==> src/rtl/hamming7_pkg.sv <==
// Shared Hamming(7,4) definitions: bit positions, receive-assembler state and
// the data-nibble extract used by the encoder, corrector and rx assembler.
package hamming7_pkg;

  // Codeword bit positions, numbered [7:1] as on the wire.
  localparam int D7_POS = 7;
  localparam int D6_POS = 6;
  localparam int D5_POS = 5;
  localparam int D3_POS = 3;
  localparam int C4_POS = 4;
  localparam int C2_POS = 2;
  localparam int C1_POS = 1;

  typedef enum logic {
    S_HI = 1'b0,
    S_LO = 1'b1
  } rx_state_e;

  typedef struct packed {
    logic       err;
    logic [7:0] data;
  } rx_byte_t;

  function automatic logic [3:0] ham7_nibble(input logic [7:1] dc);
    return {dc[D7_POS], dc[D6_POS], dc[D5_POS], dc[D3_POS]};
  endfunction

endpackage

==> src/rtl/hamming7_byte_fifo.sv <==
// Small byte+error FIFO; DEPTH must be a power of two (>= 2). Head is read
// combinationally from registered storage so it is stable while stalled.
module hamming7_byte_fifo
  import hamming7_pkg::*;
#(
  parameter int DEPTH = 2
) (
  input  logic     clk,
  input  logic     rst_n,
  input  logic     wr_en,
  input  rx_byte_t wr_data,
  input  logic     rd_en,
  output rx_byte_t rd_data,
  output logic     full,
  output logic     empty
);

  localparam int AW = $clog2(DEPTH);

  logic [AW:0]            wr_ptr, rd_ptr;
  rx_byte_t [DEPTH-1:0]   mem;

  always_ff @(posedge clk or negedge rst_n) begin
    if (!rst_n) begin
      wr_ptr <= '0;
      rd_ptr <= '0;
      mem    <= '0;
    end else begin
      if (wr_en) begin
        mem[wr_ptr[AW-1:0]] <= wr_data;
        wr_ptr              <= wr_ptr + 1'b1;
      end
      if (rd_en) rd_ptr <= rd_ptr + 1'b1;
    end
  end

  // Extra pointer MSB distinguishes full from empty when the indices match.
  assign full    = (wr_ptr[AW] != rd_ptr[AW]) && (wr_ptr[AW-1:0] == rd_ptr[AW-1:0]);
  assign empty   = (wr_ptr == rd_ptr);
  assign rd_data = mem[rd_ptr[AW-1:0]];

endmodule

==> src/rtl/hamming7_rx_assembler.sv <==
// Pairs corrected Hamming(7,4) nibbles into bytes (high first) behind a FIFO.
// Define HAM7_RX_ERRCNT_EN to build the saturating corrected-codeword counter.
module hamming7_rx_assembler
  import hamming7_pkg::*;
#(
  parameter int DEPTH    = 2,
  parameter int ERRCNT_W = 8
) (
  input  logic                CLK,
  input  logic                RST_N,
  input  logic                SCLR,
  input  logic                CW_VALID,
  output logic                CW_READY,
  input  logic [7:1]          DC,
  input  logic                NOERROR,
  output logic                BYTE_VALID,
  input  logic                BYTE_READY,
  output logic [7:0]          BYTE,
  output logic                BYTE_ERR,
  output logic [ERRCNT_W-1:0] ERRCNT
);

  rx_state_e  state;
  logic [3:0] hi_q;
  logic       hierr_q;
  logic [3:0] nib;
  logic       accept, wr_en, rd_en, full, empty;
  rx_byte_t   wr_data, head;
  logic       unused_chk;

  assign nib        = ham7_nibble(DC);
  assign unused_chk = ^{DC[C4_POS], DC[C2_POS], DC[C1_POS]};

  // Ready never looks at BYTE_READY; a full FIFO only stalls the low nibble.
  assign CW_READY = ~SCLR & ((state == S_HI) | ~full);
  assign accept   = CW_VALID & CW_READY;
  assign wr_en    = accept & (state == S_LO);
  assign rd_en    = BYTE_VALID & BYTE_READY;
  assign wr_data  = '{err: hierr_q | ~NOERROR, data: {hi_q, nib}};

  always_ff @(posedge CLK or negedge RST_N) begin
    if (!RST_N) begin
      state   <= S_HI;
      hi_q    <= '0;
      hierr_q <= 1'b0;
    end else if (SCLR) begin
      state   <= S_HI;
      hi_q    <= '0;
      hierr_q <= 1'b0;
    end else if (accept) begin
      case (state)
        S_HI: begin
          hi_q    <= nib;
          hierr_q <= ~NOERROR;
          state   <= S_LO;
        end
        default: state <= S_HI;
      endcase
    end
  end

`ifdef HAM7_RX_ERRCNT_EN
  logic [ERRCNT_W-1:0] errcnt_q;

  always_ff @(posedge CLK or negedge RST_N) begin
    if (!RST_N)                                    errcnt_q <= '0;
    else if (SCLR)                                 errcnt_q <= '0;
    else if (accept && !NOERROR && errcnt_q != '1) errcnt_q <= errcnt_q + 1'b1;
  end

  assign ERRCNT = errcnt_q;
`else
  assign ERRCNT = '0;
`endif

  hamming7_byte_fifo #(.DEPTH(DEPTH)) u_fifo (
    .clk     (CLK),
    .rst_n   (RST_N),
    .wr_en   (wr_en),
    .wr_data (wr_data),
    .rd_en   (rd_en),
    .rd_data (head),
    .full    (full),
    .empty   (empty)
  );

  assign BYTE_VALID = ~empty;
  assign BYTE       = head.data;
  assign BYTE_ERR   = head.err;

endmodule
==> config.mk <==
export PLATFORM = sky130hd
export DESIGN_NAME = hamming7_rx_assembler
export DESIGN_NICKNAME = d
export VERILOG_FILES = /design/src/rtl/hamming7_pkg.sv /design/src/rtl/hamming7_byte_fifo.sv /design/src/rtl/hamming7_rx_assembler.sv
export SDC_FILE = /design/constraint.sdc
export NUM_CORES = 1
export LEC_CHECK = 0
export ABC_CLOCK_PERIOD_IN_PS = 2550
export BUFFER_PORTS_ARGS = -buffer_cell sky130_fd_sc_hd__buf_4
export CAP_MARGIN = 40
export CORE_MARGIN = 1.5
export CORE_UTILIZATION = 52
export CTS_BUF_LIST = sky130_fd_sc_hd__clkbuf_8
export DETAILED_ROUTE_END_ITERATION = 16
export GPL_TIMING_DRIVEN = 0
export PLACE_DENSITY_LB_ADDON = 0.08
export SLEW_MARGIN = 20
export SYNTH_ARGS = -nofsm -noshare
export SYNTH_HDL_FRONTEND = slang
export SYNTH_SLANG_ARGS = --single-unit
==> constraint.sdc <==
create_clock -name CLK -period 2.55 [get_ports CLK]
set_input_delay 0.51 -clock CLK [delete_from_list [all_inputs] [get_ports CLK]]
set_output_delay 0.51 -clock CLK [all_outputs]
set_load 0.03 [all_outputs]
### Word-level counts from Yosys, hierarchy flattened

Cells that the tools add are included.

* bits of input ports: 13
* register bits: 28

* bitwise logic cells: 11
* order comparisons: 3
* add/sub/neg operators: 2
* multiplexer cells: 14
* eq/ne operators: 4
* reduce and logical (&&, ||, !) cells: 4

Operators by type and width (number)
* 9-bit two-way mux: 3
* 18-bit bitwise mux: 1
* 4-bit two-way mux: 3
* 9-bit demux with 1-bit select: 1
* 1-bit two-way mux: 6
* 1-bit inverter: 5
* 2-bit by 1-bit adder with 2-bit output, second input constant: 2
* 1-bit AND: 4
* 1-bit by 2-bit less-than comparator with 1-bit output, second input constant: 2
* 2-bit equality test: 1
* 1-bit logical AND: 2
* 2-bit != test, second input constant: 1
* 1-bit OR: 2
* 2-bit AND reduction: 1
* 2-bit nonzero test: 1
* 1-bit equality test: 1
* 1-bit greater-or-equal comparator, second input constant: 1
* 1-bit != test: 1

### Logic depth before layout (Yosys ltp)

* depth in word-level cells: 8
* gate-level depth with buffers: 5
* gate-level depth less buffers: 3

### Hierarchy

From an unflattened synthesis, not the netlist that was laid out.

* cell total of the unflattened synthesis: 102
* area, all modules: 1348.8 µm²

Modules (own cells, without submodules)
* hamming7_byte_fifo: instances 1, area an instance 949.7 µm², cells each 62
* hamming7_rx_assembler: instances 1, area an instance 399.1 µm², cells each 40

### Least setup slack after synthesis

Ideal clock, no wire load.

* path type: reg2out
* from: register u_fifo.rd_ptr[0]
* to: output port BYTE[0]
* cell stages (with the launch flop): 4
* setup slack: 703 ps
* arrival: 1337 ps
* cells stage by stage: dfrtp_1 -> clkbuf_1 -> clkbuf_1 -> mux2_2

* cells in the longest elaborated chain, start to end: 2

RTL lines
* start, declared: RTL line hamming7_byte_fifo.sv:20 `logic [AW:0] wr_ptr, rd_ptr;`
* start signal, assigned: RTL line hamming7_byte_fifo.sv:33 `if (rd_en) rd_ptr <= rd_ptr + 1'b1;`
* 9-bit two-way mux (not written as such) (2 in a row): RTL line hamming7_byte_fifo.sv:40 `assign rd_data = mem[rd_ptr[AW-1:0]];`
* end, declared: RTL line hamming7_rx_assembler.sv:18 `output logic [7:0] BYTE,`

No other way between the ends. The select of a mux whose other input is x is not followed.

### Worst setup path after layout

* from: register u_fifo.rd_ptr[0]
* to: output port BYTE[5]

The elaborated chain is that of the path after synthesis.

==> impl_metrics.toml <==
[global_route]
grt_pass1_wl_um = 3570
grt_overflow = 0
grt_pass1_vias = 792
antenna_found_initial = 0
grt_max_degree = 29
grt_usage_pct = 17.8

[critical_path]
endpoint_kind = "primary output"
crit_family = "buffers and inverters"
cp_max_fo = 10
crit_buf_inv = 3
start_kind = "flop"
cp_cell_sequence = "clkbuf_1 -> clkbuf_2 -> mux2_2 -> buf_4"
worstSetupPathType = "flop to primary output"
arrival_ps = 1760
slowest_delay_ps = 380
crit_path_top_delay_cell = "mux2_2"
cp.required_ps = 2040

[routing]
drtIter0Drc = 8
ant_nets = 0
routed_wirelength_um = 2200
vias = 843
drc = 0
wl_per_cell_um = 13.4
viasPerCell = 5.14
first_pass_iters = 6

[sta]
finalSetupTns_ps = 0
rsz0062_at_grt = "no"
max_slew_margin_pct = 42.0
setup_viol = 0
tightest_slew_ps = 871
finalHoldViolCount = 0
final.setup_skew_ps = 5.01
period_share_pct = 88.9
post-route-min-period_ps = 2270
fmax_mhz = 441
final_max_slew_viol_count = 0
fin_ws_ps = 284

[die]
coreArea_sq_um = 2450
ios = 32
num_rows = 18
dieArea_sq_um = 2890
die_height_um = 53.8
start_util_pct = 54.6
die_x_um = 53.8

[clock_tree]
cts_buffer_depth = 2
post_cts_buffers = 0
htreeDepth = 1
clk_pin_slew_ps = 90
numCtsBuffers = 3
clock_latency_ps = 270
clock_sinks = 28
cts_tree = "done"
root_buffer = "clkbuf_8"

[placement]
gp_congestion = 0.651
dp.cells = 160
port-buffer-count = 19
dpl_cell_area_sq_um = 1550
hpwl_um = 1590
dp_slack_ps = 357

[hold_path]
hp-class = "primary input to asynchronous set/reset pin"

[synthesis]
yosysSeqAreaShare_pct = 52.3
syn_inst = 104
yosysTopAreaCell = "dfrtp_1"
synthTopCellsByArea = "dfrtp_1, mux2_2, mux2i_1, buf_4, a2111oi_4"
synth_top_cell_area_share_pct = 52.3
synth_seq_cells = 28
syn_avg_cell_area_sq_um = 12.9
syn_area_sq_um = 1340
synth_cell_types = 23
ys_warn_count = 0

[power_and_ir_drop]
vdd_drop_max_mv = 0.681
p_leak_uw = 0.000801
powerDensity_nw_per_um2 = 1190

[layout]
finalNetCount = 148
n_fill_cell = 199
post-route-cell-area_sq_um = 1600
n_antenna_cell = 0
area_growth_syn_to_layout_pct = 19.6
fin_cells = 164
drive_above_1_share_pct = 47.0

[job]
drv_cap = 0

[run_status]
status = "finished, final reports clean"
[cells in the final DEF, fill, tap and decap left out, drive strengths merged]
cell / Yosys / layout
buf: 10 / 29
dfrtp: 28 / 28
mux2: 27 / 27
conb: 1 / 8
mux2i: 7 / 7
clkbuf: 3 / 7
nor2: 6 / 6
nand2: 4 / 4
nand2b: 3 / 3
a21oi: 2 / 2
inv: 2 / 2
o21ai: 2 / 2
xor2: 2 / 2
xnor2: 1 / 1
a31oi: 1 / 1
or2: 1 / 1
a2111oi: 1 / 1
a2111o: 1 / 1
a211oi: 1 / 1
nor3: 1 / 1
[cell families (layout without fill, tap and decap cells)]
logic type	count (synthesis)	in the layout	share of synthesized area [%]
XOR/XNOR	3	3	2.52
AO/OA/AOI/OAI	8	8	5.42
AND/OR/NAND/NOR	15	15	5.04
other	1	8	0.280
multiplexers	34	34	27.9
flip-flops	28	28	52.3
buffers and inverters	15	38	6.54
[worst paths after layout]
check	cells past startpoint	start	endpoint	slack [ps]
min in group CLK	2	BYTE_READY	u_fifo.rd_ptr[0]	430
worst max register to register	3	u_fifo.rd_ptr[1]	u_fifo.mem[11]	500
worst min-delay path	1	RST_N	u_fifo.rd_ptr[0]	140
max in group asynchronous	1	RST_N	u_fifo.mem[10]	2160
worst min register to register	1	u_fifo.mem[14]	u_fifo.mem[14]	510
worst max-delay path	4	u_fifo.rd_ptr[0]	BYTE[5]	280
[power breakdown]
part	switching (uW)	internal [uW]
clock	128	138
sequential	100	610
combinational	506	421
[through the flow]
stage	hold slack, ps	total power (uW)	utilization (%)
2_1_floorplan	214	1380	-
3_3_place_gp	441	1620	63.0
3_5_place_dp	445	1660	63.0
4_1_cts	146	1920	65.2
5_1_grt	163	2020	65.3
6_report	139	1900	65.3
[synthesized netlist by cell type, drive strengths merged]
| library cell | count |
|---|---|
| dfrtp | 28 |
| mux2 | 27 |
| buf | 10 |
| mux2i | 7 |
| nor2 | 6 |
| nand2 | 4 |
| clkbuf | 3 |
| nand2b | 3 |
| a21oi | 2 |
| inv | 2 |
| o21ai | 2 |
| xor2 | 2 |
| a2111o | 1 |
| a2111oi | 1 |
| a211oi | 1 |
| a31oi | 1 |
| conb | 1 |
| nor3 | 1 |
| or2 | 1 |
| xnor2 | 1 |
[layer usage]
layer	share of wire, %	global-route usage (%)	vias up
met5	0	0	-
met4	1.4	6.41	0
met3	4.9	3.89	5
met2	51	29.7	21
met1	43	22.7	414
li1	-	-	403
[layout make-up]
cell class	count	area (sq um)	area share [%]
flip-flops and latches	28	701	43.7
multi-input cells	68	578	36.1
repair buffers	19	143	8.90
plain buffers	13	81.3	5.07
clock buffers	4	55.1	3.43
well taps	30	37.5	2.34
inverters	2	7.51	0.468
[state kept, by name (all words and copies together), names as in the netlist]
register	flops
hierr_q	1
u_fifo.mem	18
hi_q	4
u_fifo.wr_ptr	2
state	1
u_fifo.rd_ptr	2
[worst register-to-register path, cell delays in order, from the launching register on]
cell and delay [ps]:
dfrtp_1 430, xor2_2 250, a2111oi_4 860, mux2_2 420
[what timing repair did]
item / in CTS / in global routing
hold buffers: 0 / 0
hold endpoints to repair: 0 / 0
setup endpoints to repair: 0 / 9
resized for setup: 0 / 2
No activity file was read; power rests on OpenSTA's default activity.
